`config.mk`:
```
export PLATFORM = sky130hd
export DESIGN_NAME = mem_burst_reader
export DESIGN_NICKNAME = d
export VERILOG_FILES = /design/src/rtl/mem_pkg.sv /design/src/rtl/sync_fifo.sv /design/src/rtl/mem_burst_reader.sv
export SDC_FILE = /design/constraint.sdc
export NUM_CORES = 1
export LEC_CHECK = 0
export CAP_MARGIN = 5
export CORE_ASPECT_RATIO = 1.25
export CORE_UTILIZATION = 58
export DETAILED_ROUTE_END_ITERATION = 16
export GPL_TIMING_DRIVEN = 0
export PLACE_DENSITY = 0.91
export SYNTH_ARGS = -nofsm -noshare
export SYNTH_HDL_FRONTEND = slang
export SYNTH_SLANG_ARGS = --single-unit
```
`constraint.sdc`:
```
create_clock -name clock -period 9.65 [get_ports clock]
set_clock_uncertainty 0.2 [all_clocks]
set_input_delay 0.965 -clock clock [delete_from_list [all_inputs] [get_ports clock]]
set_output_delay 0.965 -clock clock [all_outputs]
set_load 0.01 [all_outputs]
```
`src/rtl/mem_pkg.sv`:
```
// Shared constants and FSM encoding for the banked memory
// and its streaming read client.
package mem_pkg;

  localparam int MEM_WIDTH    = 8;
  localparam int MEM_ADDR_W   = 17;
  localparam int MEM_DEPTH    = 64;
  localparam int MEM_BANKS    = 42;
  localparam int MEM_CAPACITY = MEM_BANKS * MEM_DEPTH;

  typedef enum logic [1:0] {
    S_IDLE,
    S_READ,
    S_DRAIN,
    S_DONE
  } rd_state_e;

endpackage

```
`src/rtl/sync_fifo.sv`:
```
// Synchronous FIFO with occupancy count; a write into a
// full FIFO is accepted only when a read frees a slot.
module sync_fifo #(
  parameter int W = 9,
  parameter int D = 4
) (
  input  logic             clock,
  input  logic             reset,
  input  logic             wr_en,
  input  logic [W-1:0]     wr_data,
  input  logic             rd_en,
  output logic [W-1:0]     rd_data,
  output logic [$clog2(D):0] count
);

  localparam int AW = $clog2(D);
  localparam int CW = AW + 1;

  logic [W-1:0]  mem_q [D];
  logic [AW-1:0] wr_ptr_q, wr_ptr_d;
  logic [AW-1:0] rd_ptr_q, rd_ptr_d;
  logic [CW-1:0] count_q, count_d;
  logic          full, empty;
  logic          do_wr, do_rd;

  assign full    = (count_q == CW'(D));
  assign empty   = (count_q == '0);
  assign rd_data = mem_q[rd_ptr_q];
  assign count   = count_q;

  always_comb begin
    do_rd    = rd_en & ~empty;
    do_wr    = wr_en & (~full | do_rd);
    wr_ptr_d = wr_ptr_q;
    rd_ptr_d = rd_ptr_q;
    count_d  = count_q;
    if (do_wr) wr_ptr_d = wr_ptr_q + AW'(1);
    if (do_rd) rd_ptr_d = rd_ptr_q + AW'(1);
    if (do_wr && !do_rd) count_d = count_q + CW'(1);
    if (do_rd && !do_wr) count_d = count_q - CW'(1);
  end

  always_ff @(posedge clock) begin
    if (reset) begin
      wr_ptr_q <= '0;
      rd_ptr_q <= '0;
      count_q  <= '0;
    end else begin
      wr_ptr_q <= wr_ptr_d;
      rd_ptr_q <= rd_ptr_d;
      count_q  <= count_d;
    end
  end

  always_ff @(posedge clock) begin
    if (do_wr) mem_q[wr_ptr_q] <= wr_data;
  end

endmodule

```
`src/rtl/mem_burst_reader.sv`:
```
// Burst read client: issues sequential reads, hides the
// one-cycle memory latency and streams words with backpressure.
module mem_burst_reader
  import mem_pkg::*;
#(
  parameter int WIDTH      = MEM_WIDTH,
  parameter int DEPTH      = MEM_DEPTH,
  parameter int BANKS      = MEM_BANKS,
  parameter int ADDR_W     = MEM_ADDR_W,
  parameter int FIFO_DEPTH = 4
) (
  input  logic              clock,
  input  logic              reset,
  input  logic              start,
  input  logic [ADDR_W-1:0] base_addr,
  input  logic [ADDR_W-1:0] length,
  output logic              busy,
  output logic              done,
  output logic              error,
  output logic [ADDR_W-1:0] mem_address,
  output logic              mem_wr_en,
  output logic [WIDTH-1:0]  mem_data,
  input  logic [WIDTH-1:0]  mem_q,
  output logic [WIDTH-1:0]  out_data,
  output logic              out_valid,
  input  logic              out_ready,
  output logic              out_last
);

  localparam int CW = $clog2(FIFO_DEPTH) + 1;
  localparam logic [ADDR_W:0] CAP = (ADDR_W+1)'(BANKS * DEPTH);
  localparam logic [CW:0] FD = (CW+1)'(FIFO_DEPTH);

  rd_state_e         state_q, state_d;
  logic [ADDR_W-1:0] addr_q, addr_d;
  logic [ADDR_W-1:0] rem_q, rem_d;
  logic [ADDR_W-1:0] maddr_q, maddr_d;
  logic [1:0]        v_q, v_d;
  logic [1:0]        l_q, l_d;
  logic              busy_q, busy_d;
  logic              done_q, done_d;
  logic              error_q, error_d;

  logic [WIDTH:0]    fifo_rd;
  logic [CW-1:0]     fifo_count;
  logic [1:0]        pending;
  logic [CW:0]       occ;
  logic [ADDR_W:0]   end_addr;
  logic              issue, pop;

  sync_fifo #(
    .W (WIDTH + 1),
    .D (FIFO_DEPTH)
  ) u_fifo (
    .clock   (clock),
    .reset   (reset),
    .wr_en   (v_q[1]),
    .wr_data ({l_q[1], mem_q}),
    .rd_en   (pop),
    .rd_data (fifo_rd),
    .count   (fifo_count)
  );

  assign out_valid   = (fifo_count != '0);
  assign out_data    = out_valid ? fifo_rd[WIDTH-1:0] : '0;
  assign out_last    = out_valid & fifo_rd[WIDTH];
  assign pop         = out_valid & out_ready;
  assign busy        = busy_q;
  assign done        = done_q;
  assign error       = error_q;
  assign mem_address = maddr_q;
  assign mem_wr_en   = 1'b0;
  assign mem_data    = '0;

  // In-flight reads reserve FIFO slots so a stall never drops data.
  assign pending  = {1'b0, v_q[0]} + {1'b0, v_q[1]};
  assign occ      = {1'b0, fifo_count} + {{(CW-1){1'b0}}, pending};
  assign issue    = (state_q == S_READ) && (occ < FD);
  assign end_addr = {1'b0, base_addr} + {1'b0, length};

  always_comb begin
    state_d = state_q;
    addr_d  = addr_q;
    rem_d   = rem_q;
    maddr_d = maddr_q;
    v_d     = {v_q[0], issue};
    l_d     = {l_q[0], issue && (rem_q == ADDR_W'(1))};
    done_d  = 1'b0;
    error_d = 1'b0;
    unique case (state_q)
      S_IDLE: begin
        if (start) begin
          if (length == '0) begin
            state_d = S_DONE;
            done_d  = 1'b1;
          end else if (end_addr > CAP) begin
            error_d = 1'b1;
          end else begin
            addr_d  = base_addr;
            rem_d   = length;
            state_d = S_READ;
          end
        end
      end
      S_READ: begin
        if (issue) begin
          maddr_d = addr_q;
          addr_d  = addr_q + ADDR_W'(1);
          rem_d   = rem_q - ADDR_W'(1);
          if (rem_q == ADDR_W'(1)) state_d = S_DRAIN;
        end
      end
      S_DRAIN: begin
        if (pop && out_last) begin
          state_d = S_DONE;
          done_d  = 1'b1;
        end
      end
      S_DONE: state_d = S_IDLE;
      default: state_d = S_IDLE;
    endcase
    busy_d = (state_d != S_IDLE);
  end

  always_ff @(posedge clock) begin
    if (reset) begin
      state_q <= S_IDLE;
      addr_q  <= '0;
      rem_q   <= '0;
      maddr_q <= '0;
      v_q     <= '0;
      l_q     <= '0;
      busy_q  <= 1'b0;
      done_q  <= 1'b0;
      error_q <= 1'b0;
    end else begin
      state_q <= state_d;
      addr_q  <= addr_d;
      rem_q   <= rem_d;
      maddr_q <= maddr_d;
      v_q     <= v_d;
      l_q     <= l_d;
      busy_q  <= busy_d;
      done_q  <= done_d;
      error_q <= error_d;
    end
  end

endmodule

```
==> flow_results.org, run 1 <==
** Outcome
- Outcome :: complete, no violations

** Global route
- The number of global-route vias before repair is 5514.
- Entering global routing, the biggest net connects 20 pins.
- Number of antenna violations at the first check in global routing :: 0
- Total grt overflow :: 0
- Wire length of the first global-routing pass :: 28100 um
- For this run, the total global-route usage over all layers was measured as 0.329.

** Placed design
- Number of buffer cells added on primary ports :: 75
- The wire-length estimate of the detail-placed layout is 13600 um.
- The placed instances occupy a cell area of 7110 sq um.
- Routability-driven placement finished with a final weighted congestion of 0.957.

** Yosys
- Distinct cells, synth :: 78
- Yosys mapped a number of flops with a built-in enable equal to 36.
- Mean Syn Cell Area :: 9.10 sq um
- Post-synth design cell area :: 6170 sq um
- Synth Warn # :: 0
- After technology mapping, the gate count stands at 678.
- Count of state elements after synthesis :: 105
- Of the synthesized area, sequential elements account for 0.399.
- Share of async-settable or async-resettable flops after synthesis :: 0
- Post-synth top flop :: sky130_fd_sc_hd__dfxtp_1

** STA
- Final critical-path required period :: 4.94 ns
- Post-Route Setup TNS :: 0 ns
- Relative max-transition margin :: 0.298
- The hold violation count in the final report was 0.
- For this run, the top clock speed supported by timing is 202 MHz.
- In the finished design, the share of the clock period the worst path needs comes to 0.512.
- Final setup violation count :: 0
- The max-slew violation count was 0.
- At the pin with the least slew margin, the transition time is 1.04 ns.
- RSZ-0062 raised after global routing :: false

** Route
- Via Count :: 5776
- Wire length per cell after detailed routing :: 19.5 um
- Number of antenna-violating nets in the routed design :: 0
- The first detailed-routing pass ran for 5 iterations.
- First-iteration detailed-routing DRC count :: 471
- DRC violations left :: 0
- Routed wire length :: 17700 um
- Number of vias per cell after detailed routing :: 6.38

** Worst setup path
- At the worst endpoint, the arrival time is 4.98 ns.
- Kind of end point of the critical path :: register
- Critical Path Start Type :: input pin
- Of all nets on the critical path, the largest fanout is 10.
- Register-to-register setup slack :: 6.53 ns
- At the worst endpoint, the required time is 9.69 ns.
- The critical path is of the in -> reg type.

** Flow run
- Max_cap viols :: 0

** Finish
- Number of antenna repair diodes :: 0
- Summed area of non-filler cells in the final layout :: 7400 sq um
- Area growth from synthesis to layout :: 20.0%
- After the last flow step, the layout net total stands at 845.
- Share of final-layout standard cells stronger than drive strength 1 :: 0.0914
- Final cell utilization of the core :: 0.725

** Clock network
- The clock reaches the later pin of the worst-skew pair after 0.35 ns.
- After clock tree synthesis, the clock-pin slew on the worst setup and hold paths is 0.08 ns.
- Counting along the longest clock path gives a buffer depth of 2.
- The cell sitting at the root of the clock tree is a sky130_fd_sc_hd__clkbuf_16.
- The number of clock buffers added by TritonCTS is 9.
- Post-CTS Setup Inserts :: 0
- After clock tree synthesis, the repair step resized 0 gates.
- H-Tree Level Count :: 3
- After clock tree synthesis, the flow added hold-fix buffers numbering 0.
- Sink count of the clock tree :: 105
- CTS tree :: done

** Floorplanning
- The floorplan step set the die width to 94.3 um.
- Pin placement for this block handled 85 I/O pins.
- Die area :: 11100 sq um
- The floorplan step set the die height to 117 um.
- Core ar. :: 10200 sq um
- The initial utilization of the core area, before any placement, comes to 0.604.
- The floorplan has 41 rows.

** Power and ir drop
- Overall power after layout :: 1.20 mW
- Power density normalized to cell area :: 163 nW/um^2
- Leakage :: 2.80 nW
- VDD sags by at most 0.0934 mV.

** Hold path
- The worst hold path belongs to the class reg -> reg.
## sequential cells by signal, summed over array words and instances (netlist names), 3 cells and up, named ones only
name / flops
mem_address: 17
rem_q: 17
u_fifo.count: 3
addr_q: 17
u_fifo.mem_q: 36
## cell usage in the layout (no fill, tap or decap), drive strengths merged, types with 6 or more instances in the layout
cell type,count
ha,25
edfxtp,36
o21ai,19
conb,9
o21a,8
nand4,9
o22ai,7
buf,16
inv,25
a211oi,7
nand3,12
a31oi,7
a21o,8
nand2b,6
a22oi,12
xor2,6
and2,19
o221a,7
and3,15
dfxtp,69
a21oi,58
nand2,75
nor2,71
clkbuf,39
clkdlybuf4s50,75
mux2i,7
o32ai,9
nor4,9
or3,9
a311oi,7
mux4,9
nor3,20
## path summary, 6_finish.rpt
check / depth (start not counted) / from / endpoint
setup / recovery: 14 / length[0] / rem_q[12]$_SDFFE_PP0P_
hold / removal: 2 / mem_address[11]$_SDFFE_PP0P_ / mem_address[11]$_SDFFE_PP0P_
setup reg to reg: 8 / state_q[0]$_SDFF_PP0_ / rem_q[6]$_SDFFE_PP0P_
hold reg to reg: 2 / mem_address[11]$_SDFFE_PP0P_ / mem_address[11]$_SDFFE_PP0P_
## stage by stage
stage               cells  setup slack (ns)  hold slack (ns)
finish                906              4.71            0.256
global route          906              4.41            0.277
CTS                   906              4.75            0.256
detailed placement    890              4.39            0.245
global placement      890              4.50            0.218
floorplan             686              5.58            0.214
## worst max-delay path: stages
cell and delay (ns):
sky130_fd_sc_hd__clkdlybuf4s50_1 0.56, sky130_fd_sc_hd__ha_1 0.21, sky130_fd_sc_hd__inv_1 0.05, sky130_fd_sc_hd__fa_1 0.39
sky130_fd_sc_hd__nor2b_1 0.23, sky130_fd_sc_hd__o31ai_1 0.15, sky130_fd_sc_hd__a21boi_0 0.18, sky130_fd_sc_hd__o21ai_0 0.10
sky130_fd_sc_hd__o311ai_0 0.48, sky130_fd_sc_hd__a21oi_1 0.26, sky130_fd_sc_hd__nor4_4 0.67, sky130_fd_sc_hd__o21ai_0 0.22
sky130_fd_sc_hd__clkbuf_1 0.30, sky130_fd_sc_hd__o32ai_1 0.21
## final cells by class
class,count,area (sq um)
buffer,46,289
fill,762,2810
clock buffer,9,225
timing repair buffer,75,751
tap,129,161
multi-input combinational,511,3360
sequential,105,2460
clock inverter,7,63.8
inverter,24,90.1
## routing by layer
| metal | wire, um | track usage | vias to the layer above |
|---|---|---|---|
| met5 | 0 | 0 | - |
| met4 | 725 | 0.156 | 0 |
| met3 | 1260 | 0.0447 | 51 |
| met2 | 8980 | 0.570 | 311 |
| met1 | 6730 | 0.393 | 2724 |
| li1 | - | - | 2690 |
## cells in the mapped netlist, types with 8 or more instances
master                     count  area [sq um]
sky130_fd_sc_hd__nand2_1      74           278
sky130_fd_sc_hd__nor2_1       71           267
sky130_fd_sc_hd__dfxtp_1      69          1380
sky130_fd_sc_hd__a21oi_1      57           285
sky130_fd_sc_hd__edfxtp_1     36          1080
sky130_fd_sc_hd__clkbuf_1     25          93.8
sky130_fd_sc_hd__ha_1         25           313
sky130_fd_sc_hd__inv_1        23          86.3
sky130_fd_sc_hd__nor3_1       20           100
sky130_fd_sc_hd__o21ai_0      19          95.1
sky130_fd_sc_hd__and2_1       16           100
sky130_fd_sc_hd__and3_1       14          87.6
sky130_fd_sc_hd__a22oi_1      12          90.1
sky130_fd_sc_hd__buf_4        11          82.6
sky130_fd_sc_hd__nand3_1      11          55.1
sky130_fd_sc_hd__mux4_2        9           203
sky130_fd_sc_hd__o32ai_1       9          78.8
sky130_fd_sc_hd__or3_1         9          56.3
sky130_fd_sc_hd__nand4_1       8          50.1
sky130_fd_sc_hd__nor4_1        8          50.1
sky130_fd_sc_hd__o21a_1        8          60.1
## report_power, final
part / internal [mW] / switching (mW)
logic: 0.172 / 0.192
clock network: 0.179 / 0.171
registers: 0.473 / 0.0164
## cell families after synthesis
logic type	synth area share
AO/OA/AOI/OAI	0.207
XOR/XNOR	0.0142
adder cells (fa/ha/maj)	0.0572
buffers and inverters	0.0614
flip-flops	0.399
multiplexers	0.0460
other	0.000608
AND/OR/NAND/NOR	0.214
Power figures use the tool's default switching activity.
==> run 2: changes to the inputs <==
Settings changed: CORE_UTILIZATION 58 to 56, PLACE_DENSITY 0.91 to 0.88.
Clock period 9.65 ns to 4.9 ns, I/O delays scaled along.
==> flow_results.org, run 2 (same netlist as run 1, synthesis figures left out) <==
** Placed design
- Number of buffer cells added on primary ports :: 75 (unchanged)
- The total placed instance area is 7120 sq um (was 7110 sq um).
- Routability Congestion :: 1.04 (was 0.957)
- Placed wire-length estimate after detailed placement :: 13900 um (was 13600 um)

** Route
- Wire length per cell after detailed routing :: 20.1 um (was 19.5 um)
- The total number of vias came to 5878 (was 5776).
- DRC violations left :: 0 (unchanged)
- The detailed-route wire length came to 18200 um (was 17700 um).
- Number of vias per cell after detailed routing :: 6.47 (was 6.38)
- First drt pass iteration count :: 10 (was 5)
- First-iteration detailed-routing DRC count :: 706 (was 471)
- The final antenna-violating net count is 0 (unchanged).

** Power and ir drop
- The largest voltage drop on the vdd net came to 0.189 mV (was 0.0934 mV).
- The combinational fraction of design power is 0.305 (was 0.302).
- The design internal power was 1.62 mW (was 0.825 mW).
- Switching share of power :: 0.316 (was 0.315)
- The power share of the sequential group came to 0.407 (about the same).
- Portion of total power attributed to the clock network :: 0.287 (was 0.291)
- The power density normalized to cell area is 320 nW/um^2 (was 163 nW/um^2).
- The leakage power total was 2.79 nW (was 2.80 nW).
- The power dissipated by switching net loads is 0.748 mW (was 0.379 mW).

** STA
- Final setup violation count :: 0 (unchanged)
- The max-slew violation count was 0 (unchanged).
- Maximum clock rate :: 228 MHz
- RSZ-0062 raised after global routing: false (unchanged).
- The hold violation count in the final report was 0 (unchanged).
- The actual transition at the worst max-transition pin came to 0.956 ns (was 1.04 ns).
- Relative max-transition margin :: 0.357 (was 0.298)
- The post-route setup TNS was 0 ns (unchanged).
- The worst-case hold slack came to 0.251 ns (was 0.256 ns).
- Final critical-path required period :: 4.39 ns
- Dividing the final minimum period by the clock period gives 0.896.

** Floorplanning
- Effective utilization at floorplan :: 0.578 (was 0.604)
- The core outline area is 10700 sq um (was 10200 sq um).
- Horizontal extent of the die :: 95.9 um (was 94.3 um)
- Count of standard-cell rows :: 42 (was 41)
- Vert. Die Dim :: 119 um (was 117 um)
- Number of top-level design ports :: 85 (unchanged)
- Die area :: 11400 sq um (was 11100 sq um)

** Worst setup path
- Critical path start-end classification :: in -> reg (unchanged)
- Arrival time worst endpoint :: 4.44 ns (was 4.98 ns)
- The worst path required time is 4.95 ns (was 9.69 ns).
- The element type at the critical path end was a register (unchanged).
- The type of element launching the critical path is an input pin (unchanged).
- The maximum fanout along the worst path came to 10 (unchanged).
- The reg2reg setup slack was 1.66 ns (was 6.53 ns).

** Global route
- The overall overflow remaining after global route came to 0 (unchanged).
- The maximum number of pins on one net before global-route repair is 19 (was 20).
- Vias in the first global route :: 5822 (was 5514)
- Number of antenna violations at the first check in global routing :: 0 (unchanged)
- The first-pass GRT wire length is 28600 um (was 28100 um).
- The global router's overall resource usage is 0.331 (was 0.329).

** Finish
- The final layout net count was 845 (unchanged).
- Storage cell area :: 2460 sq um (unchanged)
- Most frequent cells in the layout: sky130_fd_sc_hd__clkdlybuf4s50_1, sky130_fd_sc_hd__nand2_1, sky130_fd_sc_hd__nor2_1 (unchanged).
- The cell area after layout was 7390 sq um (was 7400 sq um).
- The final standard cell utilization of the core is 0.693 (was 0.725).
- Number of flip-flops in the largest register :: 36 (unchanged)
- The area of the multi-input gates was 3360 sq um (unchanged).
- Area growth from synthesis to layout :: 19.8% (was 20.0%)
- Commonest non-fill, non-tap cell in the layout :: sky130_fd_sc_hd__clkdlybuf4s50_1 (unchanged)
- Share of final-layout standard cells stronger than drive strength 1 :: 0.0901 (was 0.0914)
- The number of fill cells is 817 (was 762).
- The antenna diode count came to 0 (unchanged).
- The register containing the most flip-flops in the final layout is u_fifo.mem_q (unchanged).

** Clock network
- The number of CTS-inserted buffers was 9 (unchanged).
- Clk root buf :: sky130_fd_sc_hd__clkbuf_16 (unchanged)
- Clock Latency Late Sink :: 0.35 ns (about the same)
- Post-CTS Setup Inserts :: 0 (unchanged)
- H-Tree Level Count :: 3 (unchanged)
- The maximum clock path buffer count came to 2 (unchanged).
- The hold-fix buffer count after cts came to 0 (unchanged).
- The clock tree from TritonCTS is done (unchanged).
- The CTS sink count was 105 (unchanged).
- Quantity of gates resized following cts :: 0 (unchanged)
- The clock transition at the register clock pins on the worst setup and hold paths after CTS is 0.07 ns (was 0.08 ns).

** Hold path
- Type of the tightest min-delay check :: reg -> reg (unchanged)

** Flow run
- Max_cap viols :: 0 (unchanged)

** Outcome
- Outcome: complete, no violations (unchanged).
-- run 2: metrics by stage --
stage / worst slack, ns / cells / power, mW
after floorplan: 1.31 / 686 / 1.42
after global placement: 0.265 / 893 / 1.67
final: 0.507 / 909 / 2.37
after global routing: 0.140 / 909 / 2.48
after detailed placement: 0.181 / 893 / 1.70
after CTS: 0.556 / 909 / 2.37
-- run 2: layout make-up --
class                      instances  share of cell area
buffer                            46              0.0391
clock buffer                       9              0.0305
clock inverter                     7             0.00711
inverter                          24              0.0122
multi-input combinational        511               0.454
sequential                       105               0.333
tap                              132              0.0223
timing repair buffer              75               0.102
-- run 2: worst max-delay path, cell delays in order --
cell,delay [ns]
sky130_fd_sc_hd__clkdlybuf4s50_1,0.59
sky130_fd_sc_hd__ha_1,0.22
sky130_fd_sc_hd__inv_1,0.05
sky130_fd_sc_hd__fa_1,0.39
sky130_fd_sc_hd__nor2b_1,0.21
sky130_fd_sc_hd__o31ai_1,0.16
sky130_fd_sc_hd__a21boi_0,0.20
sky130_fd_sc_hd__o21ai_0,0.12
sky130_fd_sc_hd__o311ai_0,0.46
sky130_fd_sc_hd__a21oi_1,0.25
sky130_fd_sc_hd__nor4_4,0.63
sky130_fd_sc_hd__o21ai_0,0.20
sky130_fd_sc_hd__clkbuf_1,0.29
sky130_fd_sc_hd__o32ai_1,0.20
-- run 2: worst paths after layout --
| check | from | endpoint | cells past startpoint |
|---|---|---|---|
| hold / removal | l_q[0]$_SDFF_PP0_ | l_q[1]$_SDFF_PP0_ | 1 |
| setup reg to reg | state_q[0]$_SDFF_PP0_ | rem_q[6]$_SDFFE_PP0P_ | 8 |
| hold reg to reg | l_q[0]$_SDFF_PP0_ | l_q[1]$_SDFF_PP0_ | 1 |
| setup / recovery | length[0] | addr_q[5]$_SDFFE_PP0P_ | 14 |
-- run 2: power by group through the flow --
stage	Sequential (mW)	Clock, mW	Combinational (mW)
after floorplan	0.975	0	0.447
after global placement	0.981	0	0.685
after detailed placement	0.983	0	0.713
after CTS	0.964	0.684	0.721
after global routing	0.968	0.721	0.790
final	0.965	0.680	0.723
-- run 2: routing by layer --
metal  GRT usage  vias up  share of wire
met2       0.567      336           0.50
met1       0.371     2772           0.37
met3      0.0722       85          0.079
met5           0        -              0
li1            -     2685              -
met4       0.187        0          0.049
==> run 3: changes to the inputs <==
Settings changed: CORE_MARGIN set to 8, GPL_ROUTABILITY_DRIVEN set to 0.
==> flow_results.org, run 3 (same netlist as run 1, synthesis figures left out) <==
** Clock network
- The number of buffers added for setup after CTS came to 0 (unchanged).
- The clock transition at the register clock pins on the worst setup and hold paths after CTS is 0.07 ns (about the same).
- Sink count of the clock tree :: 105 (unchanged)
- The clock latency on the worst-skew pair came to 0.35 ns (about the same).
- The H-tree depth was 3 (unchanged).
- The cell chosen for the clock root is sky130_fd_sc_hd__clkbuf_16 (unchanged).
- Longest Clk Path Bufs :: 2 (unchanged)
- CTS tree :: done (unchanged)
- The number of CTS-inserted buffers is 9 (unchanged).
- Number of buffers inserted by hold repair at cts :: 0 (unchanged)
- The post-cts repair resize count came to 0 (unchanged).

** Power and ir drop
- The power consumption is 2.36 mW (was 2.37 mW).
- The relative contribution of the clock network to total power was 0.286 (was 0.287).
- The fraction of power spent switching nets is 0.315 (was 0.316).
- The design internal power came to 1.62 mW (about the same).
- Share of power burned in combinational logic :: 0.305 (about the same)
- The leakage power total was 2.79 nW (about the same).
- The largest voltage drop on the vdd net is 0.160 mV (was 0.189 mV).
- The power density normalized to cell area came to 319 nW/um^2 (was 320 nW/um^2).
- Register share of total power :: 0.409 (was 0.407)
- Switching component of the power :: 0.744 mW (was 0.748 mW)

** Worst setup path
- Crit Path Max Fanout :: 10 (unchanged)
- Count of buffer and inverter cells on the critical path :: 3 (unchanged)
- Arrival time worst endpoint :: 4.43 ns (was 4.44 ns)
- The largest stage delay on the critical path is 0.61 ns (was 0.63 ns).
- Register-to-register setup slack :: 1.72 ns (was 1.66 ns)
- Slowest library cell on the worst path :: sky130_fd_sc_hd__nor4_4 (unchanged)
- The type of the worst setup path is in -> reg (unchanged).
- FF-to-FF End :: rem_q[6]$_SDFFE_PP0P_ (unchanged)
- The element type at the critical path end is a register (unchanged).
- Delay-heaviest family, CP :: compound AO/OA/AOI/OAI gates (unchanged)
- The startpoint of the lowest-slack register-to-register path is state_q[0]$_SDFF_PP0_ (unchanged).
- Required time of the critical path :: 4.95 ns (about the same)
- The type of element launching the critical path is an input pin (unchanged).
- Cell occurring most often along the worst timing path :: sky130_fd_sc_hd__a21oi_1 (was sky130_fd_sc_hd__o21ai_0)
- Ordered cell list for the critical path :: clkdlybuf4s50_1 -> ha_1 -> inv_1 -> fa_1 -> nor2b_1 -> o31ai_1 -> a21oi_1 -> or3_1 -> a22oi_1 -> a21oi_1 -> nor4_4 -> o21ai_0 -> clkbuf_1 -> o32ai_1 (was clkdlybuf4s50_1 -> ha_1 -> inv_1 -> fa_1 -> nor2b_1 -> o31ai_1 -> a21boi_0 -> o21ai_0 -> o311ai_0 -> a21oi_1 -> nor4_4 -> o21ai_0 -> clkbuf_1 -> o32ai_1)
- Worst-case reg-to-reg path depth :: 8 (unchanged)

** Route
- Wire length per cell after detailed routing :: 20.2 um (was 20.1 um)
- Number of vias per cell after detailed routing :: 6.51 (was 6.47)
- The post-route DRC violation count came to 0 (unchanged).
- First drt pass iteration count :: 6 (was 10)
- The detailed-route wire length came to 18400 um (was 18200 um).
- The final antenna-violating net count was 0 (unchanged).
- First-iteration detailed-routing DRC count :: 796 (was 706)
- The total number of vias came to 5939 (was 5878).

** STA
- The max-slew violation count was 0 (unchanged).
- The worst-case hold slack came to 0.250 ns (was 0.251 ns).
- Final setup violation count :: 0 (unchanged)
- Final-report hold violation count :: 0 (unchanged)
- The least setup slack across all paths after layout is 0.523 ns (was 0.507 ns).
- Maximum clock rate :: 228 MHz (about the same)
- The part of the cycle the worst path needs was 0.893 (was 0.896).
- The actual transition at the worst max-transition pin was 1.09 ns (was 0.956 ns).
- The minimum period implied by the final worst setup slack came to 4.38 ns (was 4.39 ns).
- RSZ-0062 raised after global routing: false (unchanged).
- Relative max-transition margin :: 0.267 (was 0.357)
- The post-route setup TNS came to 0 ns (unchanged).

** Finish
- The number of fill cells came to 830 (was 817).
- Final cell count without fillers :: 912 (was 909)
- Commonest non-fill, non-tap cell in the layout :: sky130_fd_sc_hd__clkdlybuf4s50_1 (unchanged)
- The flip-flop count of the largest register, all copies and words added came to 36 (unchanged).
- The fraction of layout instances using a drive strength above 1 came to 0.0875 (was 0.0901).
- The final layout net count was 845 (unchanged).
- The synthesis-to-layout area growth is 19.8% (about the same).
- Most frequent cells in the layout :: sky130_fd_sc_hd__clkdlybuf4s50_1, sky130_fd_sc_hd__nand2_1, sky130_fd_sc_hd__nor2_1 (unchanged)
- Number of antenna repair diodes :: 0 (unchanged)
- The register containing the most flip-flops in the final layout is u_fifo.mem_q (unchanged).

** Floorplanning
- The die span in y is 133 um (was 119 um).
- Count of standard-cell rows :: 43 (was 42)
- The initial cell density of the core is 0.565 (was 0.578).
- The overall die width is 110 um (was 95.9 um).
- The area of the die was 14700 sq um (was 11400 sq um).
- The core outline area is 10900 sq um (was 10700 sq um).
- Number of top-level design ports :: 85 (unchanged)

** Flow run
- Max_cap viols :: 0 (unchanged)

** Global route
- GRT Overall Usage :: 0.247 (was 0.331)
- The overall overflow remaining after global route is 0 (unchanged).
- The number of antenna violations at the first check in global routing came to 0 (unchanged).
- The number of global-route vias before repair was 5864 (was 5822).
- The first-pass GRT wire length was 28600 um (about the same).
- Largest net degree at the start of global routing :: 18 (was 19)

** Placed design
- The number of instances in the placed design was 896 (was 893).
- Setup Slack @ Placement :: 0.243 ns (was 0.181 ns)
- Number of buffer cells added on primary ports :: 75 (unchanged)
- The estimated wirelength of the detail-placed design is 13800 um (was 13900 um).

** Hold path
- The hold path startpoint was l_q[0]$_SDFF_PP0_ (unchanged).
- Hold Path Depth :: 1 (unchanged)
- The terminating pin of the worst hold path is l_q[1]$_SDFF_PP0_ (unchanged).
- Type of the tightest min-delay check :: reg -> reg (unchanged)

** Outcome
- Outcome: complete, no violations (unchanged).
[run 3: power groups by stage]
| stage | registers, mW | logic (mW) | clock network (mW) |
|---|---|---|---|
| global route | 0.969 | 0.779 | 0.709 |
| finish | 0.965 | 0.720 | 0.676 |
| global placement | 0.981 | 0.683 | 0 |
| CTS | 0.964 | 0.715 | 0.671 |
| detailed placement | 0.982 | 0.708 | 0 |
| floorplan | 0.975 | 0.447 | 0 |
[run 3: worst max-delay path by stage]
stage | depth (start not counted) | startpoint | endpoint | slack, ns
floorplan | 13 | base_addr[4] | addr_q[5]$_SDFFE_PP0P_ | 1.31
global placement | 14 | length[0] | addr_q[14]$_SDFFE_PP0P_ | 0.37
detailed placement | 14 | length[0] | addr_q[14]$_SDFFE_PP0P_ | 0.24
CTS | 14 | length[0] | addr_q[14]$_SDFFE_PP0P_ | 0.59
global route | 14 | length[0] | addr_q[5]$_SDFFE_PP0P_ | 0.33
finish | 14 | length[0] | addr_q[10]$_SDFFE_PP0P_ | 0.52
[run 3: worst register-to-register path: cells and delay by family, from the launching register on]
family | cells | cell delay [ns]
simple gates | 3 | 1.14
compound gates | 3 | 1.07
flops | 1 | 0.47
buf+inv | 1 | 0.12
mux | 1 | 0.08
[run 3: metal layers]
layer	track usage	routed length, um	up-vias
met1	0.281	6780	2729
met4	0.154	962	0
li1	-	-	2691
met3	0.0522	1770	101
met2	0.406	8870	418
met5	0	0	-
[run 3: through the flow]
step,area [sq um],utilization
floorplan,6200,-
global placement,7120,0.652
detailed placement,7120,0.652
CTS,7390,0.677
global route,7390,0.677
finish,7390,0.677
[run 3: area by class of cell]
type / count / area (sq um) / area share
plain buffers: 46 / 289 / 0.0391
clock inverters: 6 / 42.5 / 0.00575
well taps: 135 / 169 / 0.0229
repair buffers: 75 / 751 / 0.102
multi-input cells: 511 / 3360 / 0.454
clock buffers: 10 / 229 / 0.0310
flip-flops and latches: 105 / 2460 / 0.333
inverters: 24 / 90.1 / 0.0122
